$ cat src/rtl/step_monitor_pkg.sv
`default_nettype none
// ============================================================================
// Module   : step_monitor_pkg
// Brief    : Shared state encoding and field widths for the step monitor.
// Revision : 1.0 - initial release
// ============================================================================
package step_monitor_pkg;

    typedef enum logic [1:0] {
        ST_IDLE = 2'd0,
        ST_RUN  = 2'd1,
        ST_HOLD = 2'd2
    } state_t;

    localparam int STEP_W     = 14;
    localparam int RATE_W     = 8;
    localparam int SEC_W      = 9;
    localparam int DEF_CLK_HZ = 100_000_000;

endpackage
`default_nettype wire

$ cat src/rtl/step_monitor_if.sv
`default_nettype none
// ============================================================================
// Module   : step_monitor_if
// Brief    : Pulse inputs and measurement outputs of the step monitor.
// Revision : 1.0 - initial release
// ============================================================================
interface step_monitor_if;
    import step_monitor_pkg::*;

    logic              pulse;
    logic              pulsestart;
    logic [STEP_W-1:0] step_count;
    logic [RATE_W-1:0] steps_per_sec;
    logic [SEC_W-1:0]  seconds;
    logic [SEC_W-1:0]  active_secs;
    logic              sec_tick;
    logic              overflow;
    logic [RATE_W-1:0] max_rate;

    modport master (
        output pulse, pulsestart,
        input  step_count, steps_per_sec, seconds, active_secs,
        input  sec_tick, overflow, max_rate
    );

    modport slave (
        input  pulse, pulsestart,
        output step_count, steps_per_sec, seconds, active_secs,
        output sec_tick, overflow, max_rate
    );

endinterface
`default_nettype wire

$ cat src/rtl/sec_timer.sv
`default_nettype none
// ============================================================================
// Module   : sec_timer
// Brief    : Free-running 0..CLK_HZ-1 window timer; tick on the terminal count.
// Revision : 1.0 - initial release
// ============================================================================
module sec_timer #(
    parameter int CLK_HZ = 100_000_000
) (
    input  logic clk,
    input  logic reset,
    input  logic clear,
    input  logic en,
    output logic tick
);
    localparam int            CW     = $clog2(CLK_HZ);
    localparam logic [CW-1:0] c_LAST = CW'(CLK_HZ - 1);

    logic [CW-1:0] r_cnt;
    logic          w_last;

    assign w_last = (r_cnt == c_LAST);
    assign tick   = en && w_last;

    always_ff @(posedge clk) begin
        if (reset || clear) begin
            r_cnt <= '0;
        end else if (en) begin
            r_cnt <= w_last ? '0 : r_cnt + CW'(1);
        end
    end

endmodule
`default_nettype wire

$ cat src/rtl/step_monitor.sv
`default_nettype none
// ============================================================================
// Module   : step_monitor
// Brief    : Counts pulse steps, per-second rate and active seconds per session.
//            Optional macro STEP_MONITOR_MAXRATE_EN enables peak-rate tracking.
// Revision : 1.0 - initial release
// ============================================================================
module step_monitor
    import step_monitor_pkg::*;
#(
    parameter int CLK_HZ        = DEF_CLK_HZ,
    parameter int SAT_STEPS     = 9999,
    parameter int ACTIVE_THRESH = 32
) (
    input  logic          clk,
    input  logic          reset,
    step_monitor_if.slave bus
);
    localparam logic [STEP_W-1:0] c_SAT_STEPS = STEP_W'(SAT_STEPS);
    // Thresholds above the 8-bit window range can never be met.
    localparam logic [RATE_W:0]   c_THRESH    = (ACTIVE_THRESH > 255) ? 9'h100
                                                : (RATE_W+1)'(ACTIVE_THRESH);

    state_t            r_state;
    state_t            w_state_nxt;
    logic              w_entry;
    logic              w_run;
    logic              w_edge;
    logic              w_tick;
    logic              w_active;
    logic              r_pulse_d;
    logic [STEP_W-1:0] r_step;
    logic [RATE_W-1:0] r_win;
    logic [RATE_W-1:0] w_win_nxt;
    logic [RATE_W-1:0] r_sps;
    logic [SEC_W-1:0]  r_sec;
    logic [SEC_W-1:0]  r_act;
    logic              r_ovf;

    always_ff @(posedge clk) begin
        if (reset) begin
            r_state <= ST_IDLE;
        end else begin
            r_state <= w_state_nxt;
        end
    end

    always_comb begin
        w_state_nxt = r_state;
        w_entry     = 1'b0;
        case (r_state)
            ST_IDLE, ST_HOLD: begin
                if (bus.pulsestart) begin
                    w_state_nxt = ST_RUN;
                    w_entry     = 1'b1;
                end
            end
            ST_RUN: begin
                if (!bus.pulsestart) begin
                    w_state_nxt = ST_HOLD;
                end
            end
            default: w_state_nxt = ST_IDLE;
        endcase
    end

    // Counting only happens on RUN cycles that are not leaving RUN.
    assign w_run     = (r_state == ST_RUN) && bus.pulsestart && !reset;
    assign w_edge    = bus.pulse && !r_pulse_d;
    assign w_win_nxt = (w_edge && (r_win != '1)) ? r_win + RATE_W'(1) : r_win;
    assign w_active  = ({1'b0, w_win_nxt} >= c_THRESH);

    always_ff @(posedge clk) begin
        if (reset) begin
            r_pulse_d <= 1'b0;
        end else begin
            r_pulse_d <= bus.pulse;
        end
    end

    sec_timer #(
        .CLK_HZ (CLK_HZ)
    ) u_sec_timer (
        .clk   (clk),
        .reset (reset),
        .clear (w_entry),
        .en    (w_run),
        .tick  (w_tick)
    );

    always_ff @(posedge clk) begin
        if (reset || w_entry) begin
            r_step <= '0;
            r_win  <= '0;
            r_sps  <= '0;
            r_sec  <= '0;
            r_act  <= '0;
            r_ovf  <= 1'b0;
        end else if (w_run) begin
            if (w_edge) begin
                if (r_step == c_SAT_STEPS) begin
                    r_ovf <= 1'b1;
                end else begin
                    r_step <= r_step + STEP_W'(1);
                end
            end
            if (w_tick) begin
                r_sps <= w_win_nxt;
                r_win <= '0;
                if (r_sec != '1) begin
                    r_sec <= r_sec + SEC_W'(1);
                end
                if (w_active && (r_act != '1)) begin
                    r_act <= r_act + SEC_W'(1);
                end
            end else begin
                r_win <= w_win_nxt;
            end
        end
    end

`ifdef STEP_MONITOR_MAXRATE_EN
    logic [RATE_W-1:0] r_max;

    always_ff @(posedge clk) begin
        if (reset || w_entry) begin
            r_max <= '0;
        end else if (w_run && w_tick && (w_win_nxt > r_max)) begin
            r_max <= w_win_nxt;
        end
    end

    assign bus.max_rate = r_max;
`else
    assign bus.max_rate = '0;
`endif

    assign bus.step_count    = r_step;
    assign bus.steps_per_sec = r_sps;
    assign bus.seconds       = r_sec;
    assign bus.active_secs   = r_act;
    assign bus.sec_tick      = w_tick;
    assign bus.overflow      = r_ovf;

endmodule
`default_nettype wire
$ cat src/flat_wrapper.sv
// flat-port wrapper written by rule: the top's interface ports become plain ports
module step_monitor_flat import step_monitor_pkg::*;
#(
    parameter int CLK_HZ        = DEF_CLK_HZ,
    parameter int SAT_STEPS     = 9999,
    parameter int ACTIVE_THRESH = 32
)
  (clk, reset, bus_pulse, bus_pulsestart, bus_step_count, bus_steps_per_sec, bus_seconds, bus_active_secs, bus_sec_tick, bus_overflow, bus_max_rate);
  step_monitor_if bus_i ();
  input  logic clk;
  input  logic reset;
  input wire logic [$bits(bus_i.pulse)-1:0] bus_pulse;
  input wire logic [$bits(bus_i.pulsestart)-1:0] bus_pulsestart;
  output wire logic [$bits(bus_i.step_count)-1:0] bus_step_count;
  output wire logic [$bits(bus_i.steps_per_sec)-1:0] bus_steps_per_sec;
  output wire logic [$bits(bus_i.seconds)-1:0] bus_seconds;
  output wire logic [$bits(bus_i.active_secs)-1:0] bus_active_secs;
  output wire logic [$bits(bus_i.sec_tick)-1:0] bus_sec_tick;
  output wire logic [$bits(bus_i.overflow)-1:0] bus_overflow;
  output wire logic [$bits(bus_i.max_rate)-1:0] bus_max_rate;
  assign bus_i.pulse = bus_pulse;
  assign bus_i.pulsestart = bus_pulsestart;
  assign bus_step_count = bus_i.step_count;
  assign bus_steps_per_sec = bus_i.steps_per_sec;
  assign bus_seconds = bus_i.seconds;
  assign bus_active_secs = bus_i.active_secs;
  assign bus_sec_tick = bus_i.sec_tick;
  assign bus_overflow = bus_i.overflow;
  assign bus_max_rate = bus_i.max_rate;
  step_monitor #(.CLK_HZ(CLK_HZ), .SAT_STEPS(SAT_STEPS), .ACTIVE_THRESH(ACTIVE_THRESH)) u_core (.clk(clk), .reset(reset), .bus(bus_i));
endmodule
$ cat config.mk
export PLATFORM = sky130hd
export DESIGN_NAME = step_monitor_flat
export DESIGN_NICKNAME = d
export VERILOG_FILES = /design/src/rtl/step_monitor_pkg.sv /design/src/rtl/step_monitor_if.sv /design/src/rtl/sec_timer.sv /design/src/rtl/step_monitor.sv /design/src/flat_wrapper.sv
export SDC_FILE = /design/constraint.sdc
export NUM_CORES = 1
export LEC_CHECK = 0
export BUFFER_PORTS_ARGS = -buffer_cell sky130_fd_sc_hd__buf_2
export CORE_MARGIN = 5
export CORE_UTILIZATION = 30
export CTS_BUF_LIST = sky130_fd_sc_hd__clkbuf_2 sky130_fd_sc_hd__clkbuf_4 sky130_fd_sc_hd__clkbuf_8
export DETAILED_ROUTE_END_ITERATION = 10
export PLACE_DENSITY_LB_ADDON = 0.1
export SLEW_MARGIN = 20
export SYNTH_ARGS = -nofsm -noshare
export SYNTH_HDL_FRONTEND = slang
export SYNTH_SLANG_ARGS = --single-unit
$ cat constraint.sdc
create_clock -name clk -period 4.5 [get_ports clk]
set_clock_uncertainty 0.1 [all_clocks]
set_input_delay 0 -clock clk [delete_from_list [all_inputs] [get_ports clk]]
set_output_delay 0 -clock clk [all_outputs]
set_load 0.005 [all_outputs]
Word-level counts from Yosys, hierarchy flattened
Index checks and enable logic that the tools add are counted.

Memories kept: 0. Output and inout bits: 50. Logic and storage cells: 50. Input bits: 4. Flip-flop bits (word level): 79. Bits in latches: 0. Bits in read-only memories: 0. Bits in writable memories: 0.

Reduce and logical (&&, ||, !) cells: 17. Shift operators: 0. Multiply operators: 0. Equality and inequality tests: 9. $lt $le $gt $ge: 1. $add $sub $neg: 5. Bitwise gates (word level): 1. Divide/modulo/power cells: 0. Multiplexer cells: 8.

Operators by type and width (count): adder 27 x 1 -> 27 bit (second input constant) (1); == test 27 bit (second input constant) (1); 2-to-1 mux 27 bit (1); adder 9 x 1 -> 9 bit (second input constant) (2); inequality test 9 bit (second input constant) (2); 2-to-1 mux 8 bit (2); adder 14 x 1 -> 14 bit (second input constant) (1); == test 14 bit (second input constant) (1); AND reduction 3 bit (4); adder 8 x 1 -> 8 bit (second input constant) (1); greater-or-equal comparator 8 x 6 -> 1 bit (second input constant) (1); inequality test 8 bit (second input constant) (1); logical AND 1 bit (6); 2-to-1 mux 2 bit (2); inequality test 2 bit (second input constant) (2); one-hot mux 2 bit (2 select lines) (1); AND reduction 2 bit (2); == test 2 x 1 -> 1 bit (second input constant) (1); == test 2 bit (second input constant) (1); zero test 1 bit (2); zero test 2 bit (1); 2-to-1 mux 1 bit (2); OR reduction 2 bit (1); logical OR 1 bit (1); inverter 1 bit (1).

Logic depth before layout (Yosys ltp)
Word-level depth: 7. Gate-level depth with buffers: 9. Gate-level depth less buffers: 8.

By module
From an unflattened synthesis, not the netlist that was laid out.

Cell total of the unflattened synthesis: 448. Area total of the unflattened synthesis: 3867.5 µm².

By module, submodules not included: step_monitor (instances 1, cells each 296, area each 2568.7 µm²); sec_timer (instances 1, cells each 152, area each 1298.7 µm²).

Least setup slack after synthesis
OpenSTA, ideal clock, no wires.

Path type: reg-to-reg. Start point: register u_core.u_sec_timer.r_cnt[0]. End point: register u_core.r_act[1], in the netlist u_core.bus.active_secs[1]. Data arrival time: 1723 ps. Buffers on the path: 2. Required time: 4269 ps. Library setup time: 131 ps. Stages on the path, launching flop included: 9. Slack: 2547 ps. Path through: dfxtp_1 -> ha_1 -> nand3_1 -> nor2_8 -> nand4_2 -> buf_2 -> buf_1 -> o211ai_1 -> o31ai_1.

Longest elaborated chain between the ends: 3.

RTL lines: start, declared (RTL line sec_timer.sv:19) `logic [CW-1:0] r_cnt;`; start signal, assigned (RTL line sec_timer.sv:29) `r_cnt <= w_last ? '0 : r_cnt + CW'(1);`; == test 27 bit (RTL line sec_timer.sv:22) `assign w_last = (r_cnt == c_LAST);`; logical AND 1 bit (RTL line sec_timer.sv:23) `assign tick = en && w_last;`; AND reduction 3 bit (no line); end signal, assigned (RTL line step_monitor.sv:114) `r_act <= r_act + SEC_W'(1);`; end, declared (RTL line step_monitor.sv:37) `logic [SEC_W-1:0] r_act;`.

No other way between the ends. A chain may end at the register's enable or synchronous reset.

Final worst setup path
Start point: register u_core.u_sec_timer.r_cnt[20]. End point: register u_core.r_act[4], in the netlist u_core.bus.active_secs[4].

Same word-level chain as after synthesis.

==> results.json <==
{
  "grt.total_usage": 0.122,
  "wl_mm": 9.06,
  "synth_warnings": 0,
  "synth_ff_type": "dfxtp_1",
  "min_path_type": "in -> reg",
  "clock.fmax_mhz": 370,
  "rr_worst_depth": 5,
  "grt_pass1_wl_mm": 15.8,
  "wl_per_cell_um": 13.4,
  "met2_usage": 0.193,
  "synth_cell_type_count": 57,
  "worstSetupEndpointType": "register",
  "post-route-min-period_ns": 2.70,
  "design.die.area_um2": 15500,
  "start_kind": "register",
  "drive_above_1_share": 0.159,
  "root_buffer": "clkbuf_8",
  "min_from": "bus_pulse",
  "htreeDepth": 3,
  "nFillCells": 1368,
  "port-buffer-count": 45,
  "maxCapViolations": 0,
  "top_usage_layer": "met2",
  "hold_path_end": "u_core.bus.steps_per_sec[4]",
  "run_status": "finished, final reports clean",
  "rsz0062_at_grt": "false",
  "yosysTopAreaCellShare": 0.402,
  "num_vias": 3376,
  "rrSetupSlack_ns": 1.80,
  "cts_sinks": 79,
  "syn-cell-area_um2": 3930,
  "async_flop_share": 0,
  "drc": 0,
  "grt-ovfl-total": 0,
  "layout.nets": 510,
  "synth-edff-count": 0,
  "ir_worst_vdd_mv": 0.180,
  "drv_slew": 0,
  "drtIter0Drc": 141,
  "clkLatencyLatePin_ns": 0.37,
  "avgViaCountPerCell": 4.99,
  "yosysTopAreaCell": "dfxtp_1",
  "ys_top_cells_by_count": "79 x dfxtp_1, 54 x nor2_1, 39 x nand2_1, 37 x nand3_1, 24 x a21oi_1",
  "yosysMostFrequentCell": "dfxtp_1",
  "die_y_um": 124,
  "hold_viol": 0,
  "worstMarginPinSlew_ns": 0.821,
  "fin_crit_sh": 0.600,
  "worst-endpoint-required_ns": 4.70,
  "power_density_nw_per_um2": 295,
  "slew-limit-headroom": 0.451,
  "postCtsSetupRepairBufs": 0,
  "multi_input_area_um2": 2210,
  "clkTransAtPathRegs_ns": 0.09,
  "fin_total_pwr_mw": 1.34,
  "rows": 41,
  "fin_setup_tns_ns": 0,
  "grt_max_degree": 38,
  "grt_antenna_before_repair": 0,
  "numCtsBuffers": 9,
  "ff_latch_area_um2": 1580,
  "ant_nets": 0,
  "met1_usage": 0.156,
  "ios": 54,
  "timing.hold.worst_path_depth": 5,
  "coreArea_um2": 12700,
  "reg2reg_from": "u_core.u_sec_timer.r_cnt[20]",
  "cts_buffer_depth": 2,
  "setup_viol": 0,
  "ys_ff_latch": 79,
  "drt-pass1-iter-count": 4,
  "synth.avg_cell_area_um2": 8.61,
  "syn_to_final_growth_pct": 15.2,
  "met3_usage": 0.0463,
  "critPathKind": "reg -> reg",
  "worstPathMaxFanout": 34,
  "gp_congestion": 0.748,
  "ys_seq_area_frac": 0.402,
  "dp_hpwl_mm": 6.31,
  "cts_tree": "built",
  "die_w_um": 124,
  "antenna_cells": 0,
  "leakage_nw": 1.63,
  "timing.rr.end": "u_core.bus.active_secs[4]",
  "ys_top_cells_by_area": "dfxtp_1 40%, nor2_1 5.2%, xor2_1 4.9%, nand3_1 4.7%, nand2_1 3.7%",
  "grt_pass1_vias": 3230,
  "cts-resized-gates": 0,
  "critPathArrivalTime_ns": 2.90,
  "start_util": 0.309,
  "netlist_instances": 457
}
==> how the worst max path moves through the flow <==
stage                                       startpoint                           end  slack (ns)
final                     u_core.u_sec_timer.r_cnt[20]     u_core.bus.active_secs[4]        1.80
after global routing      u_core.u_sec_timer.r_cnt[20]  u_core.u_sec_timer.r_cnt[18]        1.33
after CTS                 u_core.u_sec_timer.r_cnt[20]     u_core.bus.active_secs[4]        1.78
after detailed placement   u_core.u_sec_timer.r_cnt[0]   u_core.u_sec_timer.r_cnt[0]        1.80
after global placement    u_core.u_sec_timer.r_cnt[20]     u_core.bus.active_secs[4]        1.87
after floorplan            u_core.u_sec_timer.r_cnt[0]     u_core.bus.active_secs[1]        2.55
==> state kept, by name (all words and copies together), names as in the netlist <==
| name | count |
|---|---|
| u_core.bus.seconds | 9 |
| u_core.bus.overflow | 1 |
| u_core.r_state | 2 |
| u_core.r_pulse_d | 1 |
| u_core.bus.steps_per_sec | 8 |
| u_core.r_win | 8 |
| u_core.bus.active_secs | 9 |
| u_core.bus.step_count | 14 |
| u_core.u_sec_timer.r_cnt | 27 |
==> cell families (layout without fill, tap and decap cells) <==
kind of cell	Yosys count	after routing	share of synthesized area
multiplexers	3	3	0.00764
adder cells (fa/ha/maj)	7	7	0.0223
buffers and inverters	33	73	0.0449
XOR/XNOR	38	38	0.0846
AO/OA/AOI/OAI	79	79	0.125
other	1	8	0.000954
flip-flops	79	79	0.402
AND/OR/NAND/NOR	217	217	0.312
==> where the power goes <==
part,total (mW),switching (mW),internal (mW)
combinational,0.0375,0.0277,0.00982
sequential,0.702,0.00186,0.700
clock,0.597,0.283,0.314
==> placed cells by master (no fill, tap or decap), drive strengths merged, types with 2 or more instances in the layout <==
cell type,n
nor2,55
a31o,2
clkinv,4
dfxtp,79
xnor2,16
nor4b,2
o21ai,23
xor2,22
nor2b,2
mux2i,3
o31ai,14
o211ai,3
buf,49
inv,6
nand4bb,3
a31oi,5
or4,11
and3,8
a21oi,24
nand4b,3
dlygate4sd3,3
conb,8
ha,7
or3b,2
nor4,10
or3,4
nand2b,3
nand3,37
and2,2
nor3,10
nand2,39
clkbuf,9
bufinv,2
o21a,2
nand4,17
and4,3
==> worst max-delay path, cell delays in order, from the launching register on <==
cell and delay (ns):
dfxtp_1 0.40, and4_1 0.22, and2_0 0.35, nand4_2 0.68
or4_1 0.72, a21oi_1 0.16
==> metrics by stage <==
step / utilization / hold WS (ns) / setup slack, ns / cell area (µm²) / cells
after global routing: 0.356 / 0.133 / 1.33 / 4530 / 676
final: 0.356 / 0.0697 / 1.80 / 4530 / 676
after floorplan: - / -0.0284 / 2.55 / 3960 / 464
after detailed placement: 0.336 / 0.148 / 1.80 / 4270 / 657
after global placement: 0.336 / 0.135 / 1.87 / 4270 / 657
after CTS: 0.355 / 0.0587 / 1.78 / 4520 / 676
==> cell type report <==
cell class                      count  area share
Clock inverter                      7      0.0213
Tap cell                          172      0.0475
Sequential cell                    79       0.349
Timing Repair Buffer               52      0.0629
Inverter                            5     0.00414
Clock buffer                        9      0.0273
Multi-Input combinational cell    352       0.488
==> repair_timing <==
item,4_1_cts,5_1_grt
endpoints found under the setup margin,0,0
hold endpoints to repair,3,0
hold buffers,3,0
==> per-layer routing <==
metal  wire [µm]  part of all wire
met5           0                 0
met4         108             0.012
met3         404             0.045
met2        4150              0.46
met1        4400              0.49
(Power assumes the default switching activity.)
